### src/rtl/seq_divider.sv
// seq_divider: iterative unsigned restoring divider producing one quotient
// bit per clock behind a start/busy/done handshake. Divide-by-zero is
// reported on the cycle after acceptance without iterating.
module seq_divider #(
    parameter int DIVIDEND_WIDTH = 16,
    parameter int DIVISOR_WIDTH  = 8
) (
    input  logic                      clk,
    input  logic                      rst,
    input  logic                      start,
    input  logic [DIVIDEND_WIDTH-1:0] dividend,
    input  logic [DIVISOR_WIDTH-1:0]  divisor,
    output logic                      busy,
    output logic                      done,
    output logic [DIVIDEND_WIDTH-1:0] quotient,
    output logic [DIVISOR_WIDTH-1:0]  remainder,
    output logic                      div_by_zero
);

    localparam int CW = $clog2(DIVIDEND_WIDTH + 1);

    typedef enum logic [1:0] {
        IDLE = 2'd0,
        RUN  = 2'd1,
        DONE = 2'd2
    } state_t;

    state_t                    state_q,     state_d;
    logic [CW-1:0]             count_q,     count_d;
    // work_q starts as the dividend and fills with quotient bits from the
    // right as the dividend bits are shifted out on the left.
    logic [DIVIDEND_WIDTH-1:0] work_q,      work_d;
    logic [DIVISOR_WIDTH-1:0]  divisor_q,   divisor_d;
    // The partial remainder between steps is always < divisor, so DIVISOR_WIDTH
    // bits hold it; the shifted value used for the compare is one bit wider.
    logic [DIVISOR_WIDTH-1:0]  partial_q,   partial_d;
    logic [DIVIDEND_WIDTH-1:0] quotient_q,  quotient_d;
    logic [DIVISOR_WIDTH-1:0]  remainder_q, remainder_d;
    logic                      dbz_q,       dbz_d;

    logic [DIVISOR_WIDTH:0]    shifted;
    logic                      q_bit;
    logic [DIVISOR_WIDTH-1:0]  partial_next;
    logic [DIVIDEND_WIDTH-1:0] work_next;

    // Next-state, datapath step and result capture for the three-state FSM.
    always_comb begin
        state_d      = state_q;
        count_d      = count_q;
        work_d       = work_q;
        divisor_d    = divisor_q;
        partial_d    = partial_q;
        quotient_d   = quotient_q;
        remainder_d  = remainder_q;
        dbz_d        = dbz_q;

        shifted      = {partial_q, work_q[DIVIDEND_WIDTH-1]};
        q_bit        = (shifted >= {1'b0, divisor_q});
        partial_next = q_bit ? (shifted[DIVISOR_WIDTH-1:0] - divisor_q)
                             : shifted[DIVISOR_WIDTH-1:0];
        work_next    = {work_q[DIVIDEND_WIDTH-2:0], q_bit};

        case (state_q)
            IDLE: begin
                if (start) begin
                    if (divisor != '0) begin
                        state_d   = RUN;
                        work_d    = dividend;
                        divisor_d = divisor;
                        partial_d = '0;
                        count_d   = CW'(DIVIDEND_WIDTH);
                        dbz_d     = 1'b0;
                    end else begin
                        state_d     = DONE;
                        dbz_d       = 1'b1;
                        quotient_d  = '1;
                        remainder_d = '0;
                    end
                end
            end
            RUN: begin
                work_d    = work_next;
                partial_d = partial_next;
                count_d   = count_q - CW'(1);
                if (count_q == CW'(1)) begin
                    state_d     = DONE;
                    quotient_d  = work_next;
                    remainder_d = partial_next;
                end
            end
            DONE: begin
                state_d = IDLE;
            end
            default: begin
                state_d = IDLE;
            end
        endcase
    end

    // State and datapath registers; reset discards any in-flight operation.
    always_ff @(posedge clk) begin
        if (rst) begin
            state_q     <= IDLE;
            count_q     <= '0;
            work_q      <= '0;
            divisor_q   <= '0;
            partial_q   <= '0;
            quotient_q  <= '0;
            remainder_q <= '0;
            dbz_q       <= 1'b0;
        end else begin
            state_q     <= state_d;
            count_q     <= count_d;
            work_q      <= work_d;
            divisor_q   <= divisor_d;
            partial_q   <= partial_d;
            quotient_q  <= quotient_d;
            remainder_q <= remainder_d;
            dbz_q       <= dbz_d;
        end
    end

    assign busy        = (state_q != IDLE);
    assign done        = (state_q == DONE);
    assign quotient    = quotient_q;
    assign remainder   = remainder_q;
    assign div_by_zero = dbz_q;

endmodule

### config.mk
export PLATFORM = sky130hd
export DESIGN_NAME = seq_divider
export DESIGN_NICKNAME = d
export VERILOG_FILES = /design/src/rtl/seq_divider.sv
export SDC_FILE = /design/constraint.sdc
export NUM_CORES = 1
export LEC_CHECK = 0
export CORE_MARGIN = 1
export CORE_UTILIZATION = 25
export DETAILED_ROUTE_END_ITERATION = 16
export PLACE_DENSITY = 0.47
export SLEW_MARGIN = 20
export SYNTH_ARGS = -nofsm -noshare
export SYNTH_HDL_FRONTEND = slang
export SYNTH_SLANG_ARGS = --single-unit
### constraint.sdc
create_clock -name clk -period 2.8 [get_ports clk]
set_input_delay 0.56 -clock clk [delete_from_list [all_inputs] [get_ports clk]]
set_output_delay 0.56 -clock clk [all_outputs]
set_load 0.05 [all_outputs]
=== Yosys cells after proc, flatten, opt, wreduce, memory -nomap -nowiden ===
Cells that the tools add are included.

* Input port bits: 27
* Flip-flop bits (word level): 64
* Logic and storage cells: 50

* Equality and inequality tests: 7
* Add/sub/neg operators: 2
* Magnitude comparators: 1
* Reductions and logical operators: 9
* Multiplexer cells: 23

{| class="wikitable"
|+ Operators with widths
! operator !! count
|-
| $mux W16 || 5
|-
| $pmux W16 S2 || 2
|-
| $mux W8 || 6
|-
| $pmux W8 S2 || 2
|-
| $mux W5 || 2
|-
| $pmux W5 S2 || 1
|-
| $ge A9 B8 Y1 || 1
|-
| $ne A2 B2 Y1 const B || 4
|-
| $reduce_bool A8 Y1 || 1
|-
| $sub A8 B8 Y8 || 1
|-
| $mux W2 || 3
|-
| $reduce_and A3 Y1 || 2
|-
| $eq A5 B1 Y1 const B || 1
|-
| $sub A5 B1 Y5 const B || 1
|-
| $pmux W2 S2 || 1
|-
| $reduce_and A2 Y1 || 2
|-
| $reduce_and A4 Y1 || 1
|-
| $reduce_bool A2 Y1 || 2
|-
| $eq A2 B1 Y1 const B || 1
|-
| $eq A2 B2 Y1 const B || 1
|-
| $logic_not A2 Y1 || 1
|-
| $mux W1 || 1
|}

=== Logic depth before layout (Yosys ltp) ===
Gate-level depths: netlist (run 1).

* Word-level depth: 4
* Mapped depth: 9
* Depth with buffers taken out: 8

=== Worst setup path after synthesis (run 1) ===
Ideal clock, no wire load.

* Kind: flip-flop to flip-flop
* From: register divisor_q[6]
* To: register work_q[0]
* Clock period less this slack: 1.993 ns
* Setup time: 0.143 ns
* Buffers on the path: 2
* Slack: 0.807 ns
* Stages on the path, launching flop included: 10
* Required time: 2.657 ns
* Data arrival time: 1.851 ns
* Cell sequence: dfxtp_1 inv_1 ha_1 buf_2 a21oi_1 nor2b_1 or2_2 buf_2 o311ai_0 a21oi_1

* Word-level cells in the longest chain between the ends: 2

{| class="wikitable"
|+ RTL lines
! item !! line !! RTL
|-
| start: declaration || 33 || <nowiki>logic [DIVISOR_WIDTH-1:0] divisor_q, divisor_d;</nowiki>
|-
| start signal: assignment || 115 || <nowiki>divisor_q <= divisor_d;</nowiki>
|-
| $ge A9 B8 Y1 || 58 || <nowiki>q_bit = (shifted >= {1'b0, divisor_q});</nowiki>
|-
| $pmux W16 S2 || 63 || <nowiki>case (state_q)</nowiki>
|-
| end signal: assignment || 114 || <nowiki>work_q <= work_d;</nowiki>
|-
| end: declaration || 32 || <nowiki>logic [DIVIDEND_WIDTH-1:0] work_q, work_d;</nowiki>
|}

No other way between the ends.
A chain may end at the register's enable or synchronous reset.

=== Worst setup path after layout (run 1) ===
* From: register state_q[1]
* To: output port done

* Word-level cells in the longest chain between the ends: 1

{| class="wikitable"
|+ RTL lines
! item !! line !! RTL
|-
| start: declaration || 28 || <nowiki>state_t state_q, state_d;</nowiki>
|-
| start signal: assignment || 112 || <nowiki>state_q <= state_d;</nowiki>
|-
| $eq A2 B2 Y1 || 124 || <nowiki>assign done = (state_q == DONE);</nowiki>
|-
| end: declaration || 14 || <nowiki>output logic done,</nowiki>
|}

No other way between the ends.

==> summary.txt, run 1 <==
Run status
  – Status: finished, final reports clean

Timing
  – RSZ-0062 raised after global routing: false
  – Worst-Margin Slew: 697.3 ps
  – TNS Setup: 0 ps
  – Final worst path period need: 2368 ps
  – Setup Skew: 6.229 ps
  – Slew Viols, Final: 0
  – Rel. slew slack: 52.92%
  – Crit share post-route: 84.57%
  – Setup violators final: 0
  – FMAX: 422.3 MHz
  – Final WS setup: 432.0 ps
  – Hold Fails Final Rpt: 0

Logic synthesis
  – Synth Register Bits: 64
  – Post-synth top cells: nor2_1, dfxtp_1, nand2_1, a21oi_1
  – Post-Synthesis Cells: 383
  – Post-synth top area share: 39.41%
  – Synthesis Warnings: 0
  – Seq/Total Area, Yosys: 39.41%
  – Count of flip-flops with a built-in enable after synthesis: 0
  – Mapped Area: 3251 um^2
  – Net count after synthesis: 421
  – Predominant post-synthesis flop cell: dfxtp_1
  – Ys async rst share: 0%
  – Post-synth cell types: 58
  – Synth area leaders: dfxtp_1, nor2_1, nand2_1
  – Avg Inst Size Synth: 8.487 um^2
  – Biggest area consumer among synthesized cells: dfxtp_1
  – Most common cell in the netlist: nor2_1

Route
  – ANT nets after route: 0
  – Total Wirelength: 8654 um
  – Per-cell routed wire length: 14.21 um
  – Drt drc: 0
  – Detailed-route vias per instance: 4.744
  – Drt pass-1 iters: 4
  – Vias: 2889
  – 1st-iter DRT viols: 133

Clock tree
  – Reg clk slew, reported paths: 50 ps
  – Num CTS Buffers: 9
  – Clk_lat worst skew: 330 ps
  – Post-CTS Hold Fix Bufs: 0
  – CTS Sinks: 64
  – # resized after CTS: 0
  – Root Buffer: clkbuf_16
  – Clock buffer depth: 2
  – Htree depth: 3
  – CTS tree: done
  – Postcts setup bufs: 0

Die
  – Area of the core: 12670 um^2
  – Die Ht: 116.0 um
  – I/O pin cnt: 54
  – Initial core utilization: 25.65%
  – Die ar.: 13460 um^2
  – Num rows: 41
  – Die X: 116.0 um

Setup path
  – WP data required: 2240 ps
  – Critical path endpoint category: output port
  – Reg2Reg Depth: 7
  – Cell count along the critical path: 3
  – Maximum fanout along the worst path: 6
  – CP max stage delay: 810 ps
  – CP Cell Sequence: inv_1 -> nor2_1 -> clkdlybuf4s50_1
  – Setup CP Type: flip-flop to output port
  – Bufs and invs on worst path: 2
  – Worst path slowest cell: clkdlybuf4s50_1
  – Startpoint Class: flip-flop
  – Critical path arrival: 1810 ps
  – Critical path's top delay family: buffers and inverters

Pwr
  – Psw: 1.220 mW
  – Part of the power in registers: 31.8%
  – Total power: 3.375 mW
  – Standby leakage power: 1.557 nW
  – Clock network power share: 34.6%
  – Gate power share: 33.6%
  – Worst VDD drop: 0.0002769 V
  – Sw Share: 36.16%
  – Power density cells: 790.5 nW/um^2
  – Internal power: 2.155 mW

Global routing
  – GR Overflow Total: 0
  – GRT Overall Usage: 13.98%
  – First-pass GRT wire length: 14460 um
  – Vias in the first global route: 2924
  – Largest net degree at the start of global routing: 34
  – Initial antenna violation count: 0

Placed design
  – Port Buffers: 53
  – DP Worst Slack: 143.5 ps
  – Final weighted congestion of routability-driven global placement: 0.8378
  – DP HPWL: 6302 um

Final layout
  – Post-layout nets: 470
  – Layout cells sized above 1: 11.90%
  – Area grow syn2layout: 31.33%
  – # diodes: 0

Flow run
  – Max_cap viols: 0

Min path
  – Cells on Worst Hold Path: 1
  – Hold/Removal Path Class: flip-flop to flip-flop
## cells in the final DEF, fill, tap and decap left out, types with 2 or more instances in the layout
cell             synthesis  routed
nor2b_1                  5       5
clkdlybuf4s50_1          0      52
a41oi_1                  2       2
xor2_1                   5       5
nor2_2                   3       3
clkbuf_16                0       9
a311oi_1                16      16
a32o_1                   4       4
nor2_1                  75      75
o311ai_0                 2       2
nand2_1                 45      45
nand2b_1                 5       5
clkbuf_8                 0       3
nor3b_1                  2       2
buf_4                    2      10
ha_1                    10      10
a211oi_2                12      12
o211ai_1                10      10
nor3_1                   5       5
nand4_1                  3       3
a32oi_1                  3       3
dfxtp_1                 64      64
a21oi_1                 17      17
o31ai_1                  6       6
o2111ai_1                2       2
nand3_1                  2       2
and2_1                   3       3
nor4_4                   2       2
a211oi_1                 5       5
inv_1                   16      16
o21ai_0                  7       7
## per-stage QoR
| stage | instances | hold WS (ps) | util [%] | cell area, um^2 |
|---|---|---|---|---|
| after floorplan | 383 | 436.7 | - | 3251 |
| after global placement | 593 | 454.0 | 31.18 | 3951 |
| after detailed placement | 593 | 453.0 | 31.18 | 3951 |
| after CTS | 609 | 465.6 | 33.69 | 4269 |
| after global routing | 609 | 491.6 | 33.69 | 4269 |
| final | 609 | 467.5 | 33.69 | 4269 |
## logic make-up (layout without fill, tap and decap cells)
group | Yosys count | in the layout | share of synthesized area (%)
multiplexers | 1 | 1 | 0.3079
AND/OR/NAND/NOR | 158 | 158 | 22.29
buffers and inverters | 43 | 97 | 6.120
adder cells (fa/ha/maj) | 11 | 11 | 4.465
AO/OA/AOI/OAI | 100 | 100 | 25.79
XOR/XNOR | 6 | 6 | 1.617
flip-flops | 64 | 64 | 39.41
## final timing paths
kind                     start      endpoint  slack [ps]
hold reg to reg   remainder[1]  remainder[1]         470
hold / removal    remainder[1]  remainder[1]         470
setup / recovery    state_q[1]          done         430
setup reg to reg  divisor_q[1]  remainder[7]         500
## power by group through the flow
stage / Clock, mW / Sequential (mW) / Combinational [mW]
after CTS: 1.20 / 1.07 / 1.12
after detailed placement: 0 / 1.09 / 1.12
after floorplan: 0 / 1.11 / 0.773
after global routing: 1.24 / 1.08 / 1.25
final: 1.17 / 1.07 / 1.13
after global placement: 0 / 1.09 / 1.11
## sequential cells by signal, summed over array words and instances (netlist names)
register	cells
work_q	16
div_by_zero	1
partial_q	8
count_q	5
remainder	8
divisor_q	8
quotient	16
state_q	2
## layout make-up
type | count | area [um^2]
sequential | 64 | 1281
multi-input combinational | 276 | 1770
tap | 172 | 215.2
clock buffer | 12 | 266.5
clock inverter | 4 | 51.30
timing repair buffer | 64 | 620.6
inverter | 17 | 63.81
fill | 1341 | 8402
## routing by layer
layer	share of wire, %	global-route usage [%]	up-vias
met5	0	0	-
met4	1.3	4.615	0
met1	47	17.42	1350
met3	4.2	3.870	10
li1	-	-	1462
met2	47	23.21	67
## worst reg2reg max path, stage by stage, from the launching register on
cell and delay, ps:
dfxtp_1 360, inv_1 70, ha_1 320, nor2b_1 140, o2111ai_1 300, nand2_1 160
o311ai_0 660, o31ai_1 140
No activity file was read; power rests on OpenSTA's default activity.
==> run 2, diff against run 1 <==
==> constraint.sdc (replaced) <==
create_clock -name clk -period 2.4 [get_ports clk]
set_input_delay 0.48 -clock clk [delete_from_list [all_inputs] [get_ports clk]]
set_output_delay 0.48 -clock clk [all_outputs]
set_load 0.05 [all_outputs]
==> run 2 against run 1 <==
Against the previous run: global-route usage down 0.19 points; clock power is 13% higher; highest routed layer unchanged; setup slack worse by 320 ps; sequential power rose by 17%; critical path depth is the same; register-to-register slack worse by 320 ps; largest power group is now combinational logic; non-clock buffer count rose by 7.
==> summary.txt, run 2 (synthesized netlist as in run 1, its figures left out) <==
Final layout
  – Filler cells: 1335 (-0.45%)
  – Post-layout nets: 477 (+1.5%)
  – Commonest non-fill, non-tap cell in the layout: nor2_1
  – Multi-input gate area: 1770 um^2 (unchanged)
  – Layout cells sized above 1: 12.84% (+0.94 points)
  – Area grow syn2layout: 32.79%
  – Most frequent cells in the layout: nor2_1, dfxtp_1, clkdlybuf4s50_1
  – # diodes: 0 (unchanged)
  – FF+latch area: 1281 um^2 (unchanged)
  – Finished Core Util: 34.07% (+0.38 points)

Setup path
  – Maximum fanout along the worst path: 6 (unchanged)
  – Startpoint Class: flip-flop
  – WP data required: 1920 ps (-320 ps)
  – Setup CP Type: flip-flop to output port
  – Critical path arrival: 1800 ps (about the same)
  – Critical path endpoint category: output port

Clock tree
  – Num CTS Buffers: 9 (unchanged)
  – Clock buffer depth: 2 (unchanged)
  – CTS Sinks: 64 (unchanged)
  – Post-CTS Hold Fix Bufs: 0 (unchanged)
  – Root Buffer: clkbuf_16
  – Postcts setup bufs: 0 (unchanged)
  – CTS tree: done
  – Reg clk slew, reported paths: 50 ps (about the same)
  – Htree depth: 3 (unchanged)
  – # resized after CTS: 0 (unchanged)
  – Clk_lat worst skew: 330 ps (about the same)

Placed design
  – Final weighted congestion of routability-driven global placement: 0.8563 (+2.2%)
  – Port Buffers: 53 (unchanged)
  – DP HPWL: 6176 um (-2.0%)

Route
  – Per-cell routed wire length: 14.04 um (-1.2%)
  – 1st-iter DRT viols: 115 (-14%)
  – Drt pass-1 iters: 4 (unchanged)
  – Vias: 2873 (-0.55%)
  – Detailed-route vias per instance: 4.664 (-1.7%)
  – ANT nets after route: 0 (unchanged)
  – Total Wirelength: 8650 um (about the same)
  – Drt drc: 0 (unchanged)

Timing
  – Hold Fails Final Rpt: 0 (unchanged)
  – Final worst path period need: 2284 ps
  – FMAX: 437.8 MHz
  – Setup Skew: 5.662 ps (-0.5665 ps)
  – RSZ-0062 raised after global routing: false
  – Slew Viols, Final: 0 (unchanged)
  – Rel. slew slack: 65.97% (+13 points)
  – Setup violators final: 0 (unchanged)
  – Worst-Margin Slew: 508.9 ps (-188.4 ps)
  – Crit share post-route: 95.17%
  – Fin Hold WS: 468.9 ps (+1.424 ps)

Global routing
  – GRT Overall Usage: 13.79% (-0.19 points)
  – Initial antenna violation count: 0 (unchanged)
  – Largest net degree at the start of global routing: 35 (+2.9%)
  – First-pass GRT wire length: 14100 um (-2.5%)
  – Vias in the first global route: 2785 (-4.8%)
  – GR Overflow Total: 0 (unchanged)

Die
  – Num rows: 41 (unchanged)
  – I/O pin cnt: 54 (unchanged)
  – Die X: 116.0 um (unchanged)
  – Die Ht: 116.0 um (unchanged)
  – Die ar.: 13460 um^2 (unchanged)
  – Initial core utilization: 25.65% (unchanged)
  – Area of the core: 12670 um^2 (unchanged)

Run status
  – Status: finished, final reports clean

Pwr
  – Standby leakage power: 1.590 nW (+2.1%)
  – Worst VDD drop: 0.0003783 V (+37%)
  – Power density cells: 914.5 nW/um^2 (+16%)

Min path
  – Hold/Removal Path Class: flip-flop to flip-flop

Flow run
  – Max_cap viols: 0 (unchanged)
-- run 2: path summary, 6_finish.rpt --
check	end	slack (ps)	depth (start not counted)	from
max	done	120	3	state_q[1]
min	remainder[4]	470	2	remainder[4]
max reg2reg	partial_q[0]	180	7	divisor_q[1]
min reg2reg	remainder[4]	470	2	remainder[4]
-- run 2: per-stage QoR --
step | cell area, um^2 | instances | TNS, ps | worst slack (ps) | power [mW]
finish | 4317 | 616 | 0 | 115.9 | 3.947
global route | 4317 | 616 | 0 | 3.809 | 4.188
CTS | 4317 | 616 | 0 | 68.99 | 3.993
detailed placement | 4016 | 600 | -428.5 | -92.12 | 2.640
global placement | 4016 | 600 | -39.87 | -39.87 | 2.641
floorplan | 3251 | 383 | 0 | 406.8 | 2.196
-- run 2: cell type report --
cell class,instances,share of cell area (%)
well taps,172,4.985
flip-flops and latches,64,29.68
inverters,17,1.478
clock inverters,3,0.9275
multi-input cells,276,41.01
repair buffers,71,15.88
clock buffers,13,6.029
-- run 2: critical path: stages, from the launching register on --
cell,delay [ps]
dfxtp_1,370
inv_1,140
nor2_1,150
clkdlybuf4s50_1,810
-- run 2: routing by layer --
| layer | global-route usage (%) | vias to the layer above | wire, um | part of all wire, % |
|---|---|---|---|---|
| li1 | - | 1477 | - | - |
| met3 | 3.923 | 8 | 465 | 5.4 |
| met1 | 17.31 | 1318 | 4007 | 46 |
| met4 | 5.128 | 0 | 110 | 1.3 |
| met2 | 22.42 | 70 | 4067 | 47 |
| met5 | 0 | - | 0 | 0 |
-- run 2: report_power, final --
part / switching [mW] / total, mW / internal (mW)
clock network: 0.466 / 1.32 / 0.857
registers: 0.0839 / 1.25 / 1.17
logic: 0.862 / 1.37 / 0.513
total: 1.41 / 3.95 / 2.54
==> edit (settings of run 2) <==
The parameter `DIVIDEND_WIDTH` goes from 16 to 32.
--- a/src/rtl/seq_divider.sv
+++ b/src/rtl/seq_divider.sv
@@ -4,3 +4,3 @@
 module seq_divider #(
-    parameter int DIVIDEND_WIDTH = 16,
+    parameter int DIVIDEND_WIDTH = 32,
     parameter int DIVISOR_WIDTH  = 8
Interface: changed (resized dividend and quotient); port bits go from 54 to 86. The function was not compared with the original's and may differ.
==> edit against run 2 <==
Final area up 36%. Largest power group is now sequential cells. Power up 9.5%. Sequential cell count up 33. Setup slack better by 0.056 ns. Sequential power up 46%. Synthesized area up 39%. Critical path depth unchanged. Wire length up 30%. Combinational power down 25%.
==> edit: results (changes against run 2) <==
[outcome]
status = complete, no violations

[routing]
vias_per_cell = 4.60  ; -1.3%
num_vias = 3812  ; +33%
drt_iter0_drc = 119  ; +3.5%
first_pass_iters = 5  ; +1

[placed_design]
dpl_cell_area_mm2 = 0.00557  ; +39%
place_inst = 813  ; +36%
place.gp.congestion = 0.769  ; -10%
hpwl_um = 7970  ; +29%
port_buffers = 85  ; +60%

[synth]
syn_nets = 579  ; +38%
synth_mux_area_frac = 0.0336  ; +0.0305
synth_area_per_cell_um2 = 8.58  ; +1.1%
synth_compound_area_frac = 0.214  ; -0.0443
synth_fa_ha_area_frac = 0.0322  ; -0.0124
ys_types = 45  ; -22%
synth_common_cells = nor2_1 (120), dfxtp_1 (97), nand2_1 (87), a211oi_1 (28), clkbuf_1 (21)

[timing]
worst_pin_slew_ns = 0.649  ; +0.140 ns
period_share = 0.928  ; -0.0235
skew_ns = 0.0103  ; +0.00461 ns

[global_routing]
grt_max_degree = 59  ; +69%
grt_usage = 0.128  ; -0.0103
grt_pass1_vias = 3721  ; +34%

[pwr]
p_leak_nw = 2.15  ; +35%
ir_drop_v = 0.000366  ; -3.2%
p_int_w = 0.00300  ; +19%

[cts]
clock_latency_ns = 0.35  ; +0.02 ns

[finish]
layout-drive-gt1-share = 0.109  ; -0.0189
nets = 653  ; +37%
nFillCells = 1819  ; +36%

[critical_path]
arrival_ns = 1.75  ; -0.05 ns
reg2reg_to = remainder[6]$_SDFFE_PP0P_
critPathMaxFanout = 4  ; -2
crit_end = busy
ff2ff_path_depth = 9  ; +2
r2r-start = work_q[31]$_SDFFE_PP0P_

==> edit: layer usage <==
layer	vias up	part of all wire	global-route usage
li1	1956	-	-
met1	1760	0.49	0.168
met2	86	0.45	0.204
met3	10	0.047	0.0298
met4	0	0.012	0.0432
met5	-	0	0
==> edit: power by group through the flow <==
stage                     sequential, W  combinational [W]  clock, W
after global routing            0.00184            0.00114   0.00159
final                           0.00182            0.00103   0.00147
after floorplan                 0.00191           0.000688         0
after CTS                       0.00182            0.00104   0.00154
after global placement          0.00186            0.00103         0
after detailed placement        0.00186            0.00104         0
==> edit: what timing repair did <==
| item | in CTS | in global routing |
|---|---|---|
| hold buffers | 0 | 0 |
| resized for setup | 1 | 0 |
| setup endpoints to repair | 1 | 0 |
==> edit: area by class of cell <==
cell class	count	area, µm²	area share
repair buffers	101	1000	0.171
inverters	16	60.1	0.0102
clock buffers	10	239	0.0407
well taps	225	282	0.0479
flip-flops and latches	97	1940	0.331
clock inverters	5	62.6	0.0106
multi-input cells	374	2280	0.389
